`src/rtl/wb_regfile.sv`:
```
// wb_regfile: write-back stage register file.
// Selects the write-back word from the MEM/WB outputs, commits it into the
// architectural register file, and serves the two decode-stage read ports.
// Register 0 is hardwired to zero. A sticky flag records any write cycle
// that had both data selects asserted, and a free-running counter tracks
// committed writes.
// Optional build macro: RF_BYPASS_EN -- when defined, a read port that
// addresses the register being written in the current cycle returns the
// incoming write-back data before the edge instead of the stored value.
module wb_regfile #(
    parameter int WORD_LEN  = 32,
    parameter int REG_COUNT = 32,
    parameter int ADDR_LEN  = 5,
    parameter int CNT_LEN   = 32
) (
    input  logic                clk,
    input  logic                rst,
    input  logic [WORD_LEN-1:0] wb_mem_out,
    input  logic [WORD_LEN-1:0] wb_alu_out,
    input  logic [WORD_LEN-1:0] wb_rf_wdata,
    input  logic                wb_sel_mem,
    input  logic                wb_sel_alu,
    input  logic                wb_write_en,
    input  logic [ADDR_LEN-1:0] wb_dst,
    input  logic [ADDR_LEN-1:0] rd_addr_a,
    input  logic [ADDR_LEN-1:0] rd_addr_b,
    output logic [WORD_LEN-1:0] rd_data_a,
    output logic [WORD_LEN-1:0] rd_data_b,
    output logic [WORD_LEN-1:0] wb_data,
    output logic                sel_conflict,
    output logic [CNT_LEN-1:0]  commit_cnt
);

    // A write only commits when requested and not aimed at the zero register.
    logic                commit;
    // Both selects high on a requested write, whatever the destination.
    logic                conflict_hit;
    // Flattened view of the architectural state, entry 0 tied to zero.
    logic [WORD_LEN-1:0] reg_file [REG_COUNT];
    // Stored values seen by each read port before any bypass.
    logic [WORD_LEN-1:0] stored_a;
    logic [WORD_LEN-1:0] stored_b;

    logic [CNT_LEN-1:0]  cnt_reg;
    logic [CNT_LEN-1:0]  cnt_next;
    logic                conflict_reg;
    logic                conflict_next;

    // Write-back source select; memory data wins when both selects are high.
    always_comb begin
        wb_data = wb_rf_wdata;
        if (wb_sel_mem) begin
            wb_data = wb_mem_out;
        end else if (wb_sel_alu) begin
            wb_data = wb_alu_out;
        end
    end

    assign commit       = wb_write_en && (wb_dst != '0);
    assign conflict_hit = wb_write_en && wb_sel_mem && wb_sel_alu;

    // One storage entry per register; entry 0 has no storage at all.
    genvar gi;
    generate
        for (gi = 0; gi < REG_COUNT; gi++) begin : g_reg
            if (gi == 0) begin : g_zero
                assign reg_file[gi] = '0;
            end else begin : g_entry
                logic                wr_sel;
                logic [WORD_LEN-1:0] entry_reg;

                assign wr_sel = commit && (wb_dst == ADDR_LEN'(gi));

                // Capture the write-back word when this entry is the target.
                always_ff @(posedge clk or posedge rst) begin
                    if (rst) begin
                        entry_reg <= '0;
                    end else if (wr_sel) begin
                        entry_reg <= wb_data;
                    end
                end

                assign reg_file[gi] = entry_reg;
            end
        end
    endgenerate

    assign stored_a = reg_file[rd_addr_a];
    assign stored_b = reg_file[rd_addr_b];

`ifdef RF_BYPASS_EN
    // Forward the in-flight write to a matching read port in the same cycle.
    // commit already excludes index 0, so register 0 still reads zero.
    always_comb begin
        rd_data_a = stored_a;
        rd_data_b = stored_b;
        if (commit && (rd_addr_a == wb_dst)) begin
            rd_data_a = wb_data;
        end
        if (commit && (rd_addr_b == wb_dst)) begin
            rd_data_b = wb_data;
        end
    end
`else
    // Without bypass the ports show stored state until the commit edge.
    always_comb begin
        rd_data_a = stored_a;
        rd_data_b = stored_b;
    end
`endif

    // Next-state for the commit counter (wraps) and the sticky conflict flag.
    always_comb begin
        cnt_next      = cnt_reg;
        conflict_next = conflict_reg;
        if (commit) begin
            cnt_next = cnt_reg + CNT_LEN'(1);
        end
        if (conflict_hit) begin
            conflict_next = 1'b1;
        end
    end

    // Debug state register; only reset clears the conflict flag.
    always_ff @(posedge clk or posedge rst) begin
        if (rst) begin
            cnt_reg      <= '0;
            conflict_reg <= 1'b0;
        end else begin
            cnt_reg      <= cnt_next;
            conflict_reg <= conflict_next;
        end
    end

    assign commit_cnt   = cnt_reg;
    assign sel_conflict = conflict_reg;

endmodule

```
`config.mk`:
```
export PLATFORM = sky130hd
export DESIGN_NAME = wb_regfile
export DESIGN_NICKNAME = d
export VERILOG_FILES = /design/src/rtl/wb_regfile.sv
export SDC_FILE = /design/constraint.sdc
export NUM_CORES = 2
export LEC_CHECK = 0
export BUFFER_PORTS_ARGS = -buffer_cell sky130_fd_sc_hd__buf_2
export CAP_MARGIN = 10
export CORE_ASPECT_RATIO = 0.9
export CORE_MARGIN = 2
export CORE_UTILIZATION = 55
export CTS_CLUSTER_SIZE = 40
export DETAILED_ROUTE_END_ITERATION = 8
export HOLD_SLACK_MARGIN = 0.15
export PLACE_DENSITY_LB_ADDON = 0.05
export SYNTH_ARGS = -nofsm -noshare
export SYNTH_HDL_FRONTEND = slang
export SYNTH_SLANG_ARGS = --single-unit
```
`constraint.sdc`:
```
create_clock -name clk -period 44.5 [get_ports clk]
set_input_delay 6.675 -clock clk [delete_from_list [all_inputs] [get_ports clk]]
set_output_delay 6.675 -clock clk [all_outputs]
set_load 0.02 [all_outputs]
```
* Word-level counts from Yosys, hierarchy flattened *
Index checks and enable logic that the tools add are counted.

word-level totals
  bits in writable memories = 0
  bits in read-only memories = 0
  output and inout bits = 129
  memories = 0
  register bits = 1025
  input port bits = 116
  bits in latches = 0

cells by class
  reduce and logical (&&, ||, !) cells = 35
  $mul = 0
  div/mod/pow operators = 0
  magnitude comparators = 2
  bitwise operators = 2
  equal/unequal tests = 31
  $add $sub $neg = 1
  shift-type cells = 0
  multiplexer cells = 8

operator list
  operator                                                          count
  32-bit binary-select mux with 5-bit select                        2
  32-bit two-way mux                                                6
  5-bit == test (second input constant)                             16
  5-bit by 4-bit == test with 1-bit output (second input constant)  8
  1-bit logical AND                                                 34
  32-bit by 1-bit adder with 32-bit output (second input constant)  1
  5-bit by 3-bit == test with 1-bit output (second input constant)  4
  6-bit >= comparator (second input constant)                       2
  5-bit inverter with 6-bit output                                  2
  5-bit by 2-bit == test with 1-bit output (second input constant)  2
  5-bit by 1-bit == test with 1-bit output (second input constant)  1
  5-bit nonzero test                                                1

* Logic depth before layout (Yosys ltp) *
  depth after elaboration = 4
  mapped depth = 9
  gate-level depth less buffers = 5

* Worst setup path after synthesis *
Ideal clock, no wire load.

  path kind = input to output
  start = in rd_addr_b[0]
  end = out rd_data_b[0]
  buffers on the path = 4
  arrival = 8.361 ns
  data required time = 37.825 ns
  cell stages on the path = 8
  path slack = 29.464 ns
  cells stage by stage = buf_2 -> buf_4 -> buf_2 -> buf_2 -> mux4_2 -> a22o_1 -> o21ai_0 -> o21ai_0

on the way
  cells in the longest elaborated chain, start to end = 4

RTL lines
  what                                                    line  RTL
  from (decl)                                             26    input logic [ADDR_LEN-1:0] rd_addr_b,
  5-bit inverter with 6-bit output (implied by the code)  89    assign stored_b = reg_file[rd_addr_b];
  32-bit binary-select mux with 5-bit select              89
  32-bit two-way mux (implied by the code) (2 in a row)   89
  to (decl)                                               28    output logic [WORD_LEN-1:0] rd_data_b,

No other way between the ends. The select of a mux whose other input is x is not followed.

* Final worst setup path *
  start = in rd_addr_a[1]
  end = out rd_data_a[23]

on the way
  cells in the longest elaborated chain, start to end = 4

RTL lines
  what                                                    line  RTL
  from (decl)                                             25    input logic [ADDR_LEN-1:0] rd_addr_a,
  5-bit inverter with 6-bit output (implied by the code)  88    assign stored_a = reg_file[rd_addr_a];
  32-bit binary-select mux with 5-bit select              88
  32-bit two-way mux (implied by the code) (2 in a row)   88
  to (decl)                                               27    output logic [WORD_LEN-1:0] rd_data_a,

No other way between the ends. The select of a mux whose other input is x is not followed.

==> results_dict.tcl <==
set metrics [dict create \
    crit_type "in2out" \
    grt_max_degree 187 \
    worstHoldPathCells 1 \
    drcViolationCount 0 \
    grt_overflow 0 \
    clock.fmax_mhz 56.4 \
    rows 108 \
    ir_drop_mv 0.0328 \
    synth_fp_nets 5138 \
    cts.sinks 1025 \
    cts-root-buf "clkbuf_16" \
    track_usage_pct 35.7 \
    synth.distinct_cells 40 \
    post-place-cells 6115 \
    wl_um 175000 \
    core_area_mm2 0.0959 \
    portBuffers 244 \
    critPathMaxStageDelay_ns 0.98 \
    holdBufCountCts 0 \
    die_w_um 331 \
    start_util_pct 55.3 \
    boundaryPins 245 \
    yosysWarnings 0 \
    hold_violations 0 \
    slew_headroom_pct 18.6 \
    cts.path.max_buffers 3 \
    p_sw_mw 0.830 \
    via_count 40600 \
    intPower_mw 1.89 \
    syn_area_per_cell_um2 10.6 \
    die-area_mm2 0.0989 \
    setup_viol 0 \
    wl_per_cell_um 27.6 \
    pwr-share-clk_pct 34.2 \
    die_y_um 299 \
    leakage_nw 26.2 \
    worstPathBufferInverterCount 4 \
    synth.cell_area_mm2 0.0530 \
    period_needed_ns 17.73 \
    seq_area_frac_synth_pct 48.4 \
    drv_cap 0 \
    htree_levels 3 \
    first_global_vias 39900 \
    worstPathRequired_ns 37.83 \
    layout-drive-gt1-share_pct 20.9 \
    reg2reg_depth 5 \
    rsz0062_at_grt "no" \
    cts.clk_slew.worst_paths_ns 0.06 \
    place_hpwl_um 103000 \
    largest_reg_flops 992 \
    cts-resized-gates 0 \
    cts_buffers 108 \
    cp.arrival_ns 11.05 \
    ant_nets 0 \
    swShare_pct 30.5 \
    period_share_pct 39.8 \
    final_common_cell "o21ai_0" \
    worst-slew-pin-transition_ns 1.22 \
    mostFrequentLayoutCells "1115 x o21ai_0, 1070 x nand2_1, 1025 x dfrtp_1" \
    powerDensity_mw_per_mm2 46.4 \
    grt_antenna_before_repair 7 \
    finish.instance_area_mm2 0.0586 \
    nets 5077 \
    drt_first_iter_violations 4127 \
    path_delay_family "buffers and inverters" \
    gp_congestion 0.900 \
    crit_fanout 81 \
    fin_setup_tns_ns 0 \
    grt_pass1_wl_um 264000 \
    path_cells "buf_8 > buf_4 > nand2b_2 > buf_4 > o22ai_1 > o31ai_1 > o21ai_0 > buf_2" \
    vias_per_cell 6.42 \
    outcome "completed" \
    cpMostUsedCell "buf_4" \
    fin_skew_ns 0.0100 \
    final_cell_count_no_fill 6318 \
    postCtsSetupBuffers 0 \
    insertion_delay_ns 0.71 \
    crit_path_end_kind "primary output" \
    final_max_slew_viol_count 0 \
    synth_seq_cells 1025 \
    cp_slowest_cell "o31ai_1" \
    syn2layout_area_growth_pct 10.6 \
    fillers 7959 \
    cp.depth 8 \
    dpl_cell_area_mm2 0.0550 \
    finish.utilization_pct 61.1 \
    cts_tree "done" \
    dr.pass1.iters 5 \
    fin_total_pwr_mw 2.72 \
    worstHoldPathType "reg2reg" \
    p_seq_share_pct 45.6 \
    startpoint_type "input pin" \
    syn_inst 5021 \
    share_comb_of_total_power_pct 20.2 \
]
## synth_stat cells (all sizes together)
library cell  count  area share (%)
a21bo             1           0.031
nand4             6           0.071
and4              4           0.066
xor2             10            0.17
o31ai            64            0.91
nand2b            2           0.024
a22oi            64            0.91
nor2b            12            0.14
mux4            384              16
or4               2           0.042
mux2i           224             4.2
a21oi            32            0.30
and4b             1           0.019
o22ai            64            0.76
buf             123             1.2
a31o              1           0.017
nor4              3           0.076
o21ai          1120              11
nor3              9            0.13
and3b             1           0.017
mux2             65             1.4
and3              6           0.071
dfrtp          1025              48
a22o            128             2.1
ha                1           0.024
inv              34            0.24
nand2          1093             7.7
and2              3           0.035
clkbuf          392             2.8
nand3            22            0.22
nor2            104            0.74
xnor2            21            0.35
## final timing paths
check	startpoint	endpoint	slack, ns
max in group asynchronous	rst	g_reg[29].g_entry.entry_reg[13]$_DFFE_PP0P_	35.02
setup / recovery	rd_addr_a[1]	rd_data_a[23]	26.77
hold reg to reg	sel_conflict$_DFFE_PP0P_	sel_conflict$_DFFE_PP0P_	0.47
hold / removal	sel_conflict$_DFFE_PP0P_	sel_conflict$_DFFE_PP0P_	0.47
setup reg to reg	commit_cnt[3]$_DFFE_PP0P_	commit_cnt[27]$_DFFE_PP0P_	42.33
min in group asynchronous	rst	g_reg[13].g_entry.entry_reg[6]$_DFFE_PP0P_	6.10
## kinds of logic after synthesis
kind of cell / share of synthesized area (%)
adder cells (fa/ha/maj): 0.0236
flip-flops: 48.4
buffers and inverters: 4.18
multiplexers: 21.9
AO/OA/AOI/OAI: 15.6
XOR/XNOR: 0.512
AND/OR/NAND/NOR: 9.39
## layout make-up
cell class / instances / area, um2 / area share [%]
diodes: 4 / 10.0 / 0.0171
clock buffers: 161 / 3220 / 5.49
clock inverters: 38 / 412 / 0.702
inverters: 34 / 135 / 0.231
multi-input cells: 3447 / 25500 / 43.6
flip-flops and latches: 1025 / 25600 / 43.8
well taps: 1265 / 1580 / 2.70
repair buffers: 344 / 2070 / 3.54
## power groups by stage
stage / clock [mW] / sequential [mW] / combinational, mW
after global placement: 0 / 1.25 / 0.532
after CTS: 0.939 / 1.24 / 0.546
final: 0.930 / 1.24 / 0.550
after detailed placement: 0 / 1.25 / 0.546
after global routing: 0.977 / 1.26 / 0.606
after floorplan: 0 / 1.21 / 0.403
## metrics by stage
step / setup WS [ns] / hold slack (ns)
3_3_place_gp: 27.00 / 0.445
2_1_floorplan: 8.98 / 0.460
4_1_cts: 27.02 / 0.471
6_report: 26.77 / 0.472
5_1_grt: 26.73 / 0.483
3_5_place_dp: 27.03 / 0.455
## routing by layer
metal | share of wire (%) | vias up | track usage (%)
li1 | - | 17900 | -
met2 | 43 | 1828 | 51.8
met5 | 0.024 | - | 0
met4 | 3.7 | 8 | 12.4
met1 | 43 | 20400 | 52.4
met3 | 10 | 381 | 9.36
Note: power is estimated with default switching activity, not from simulation.
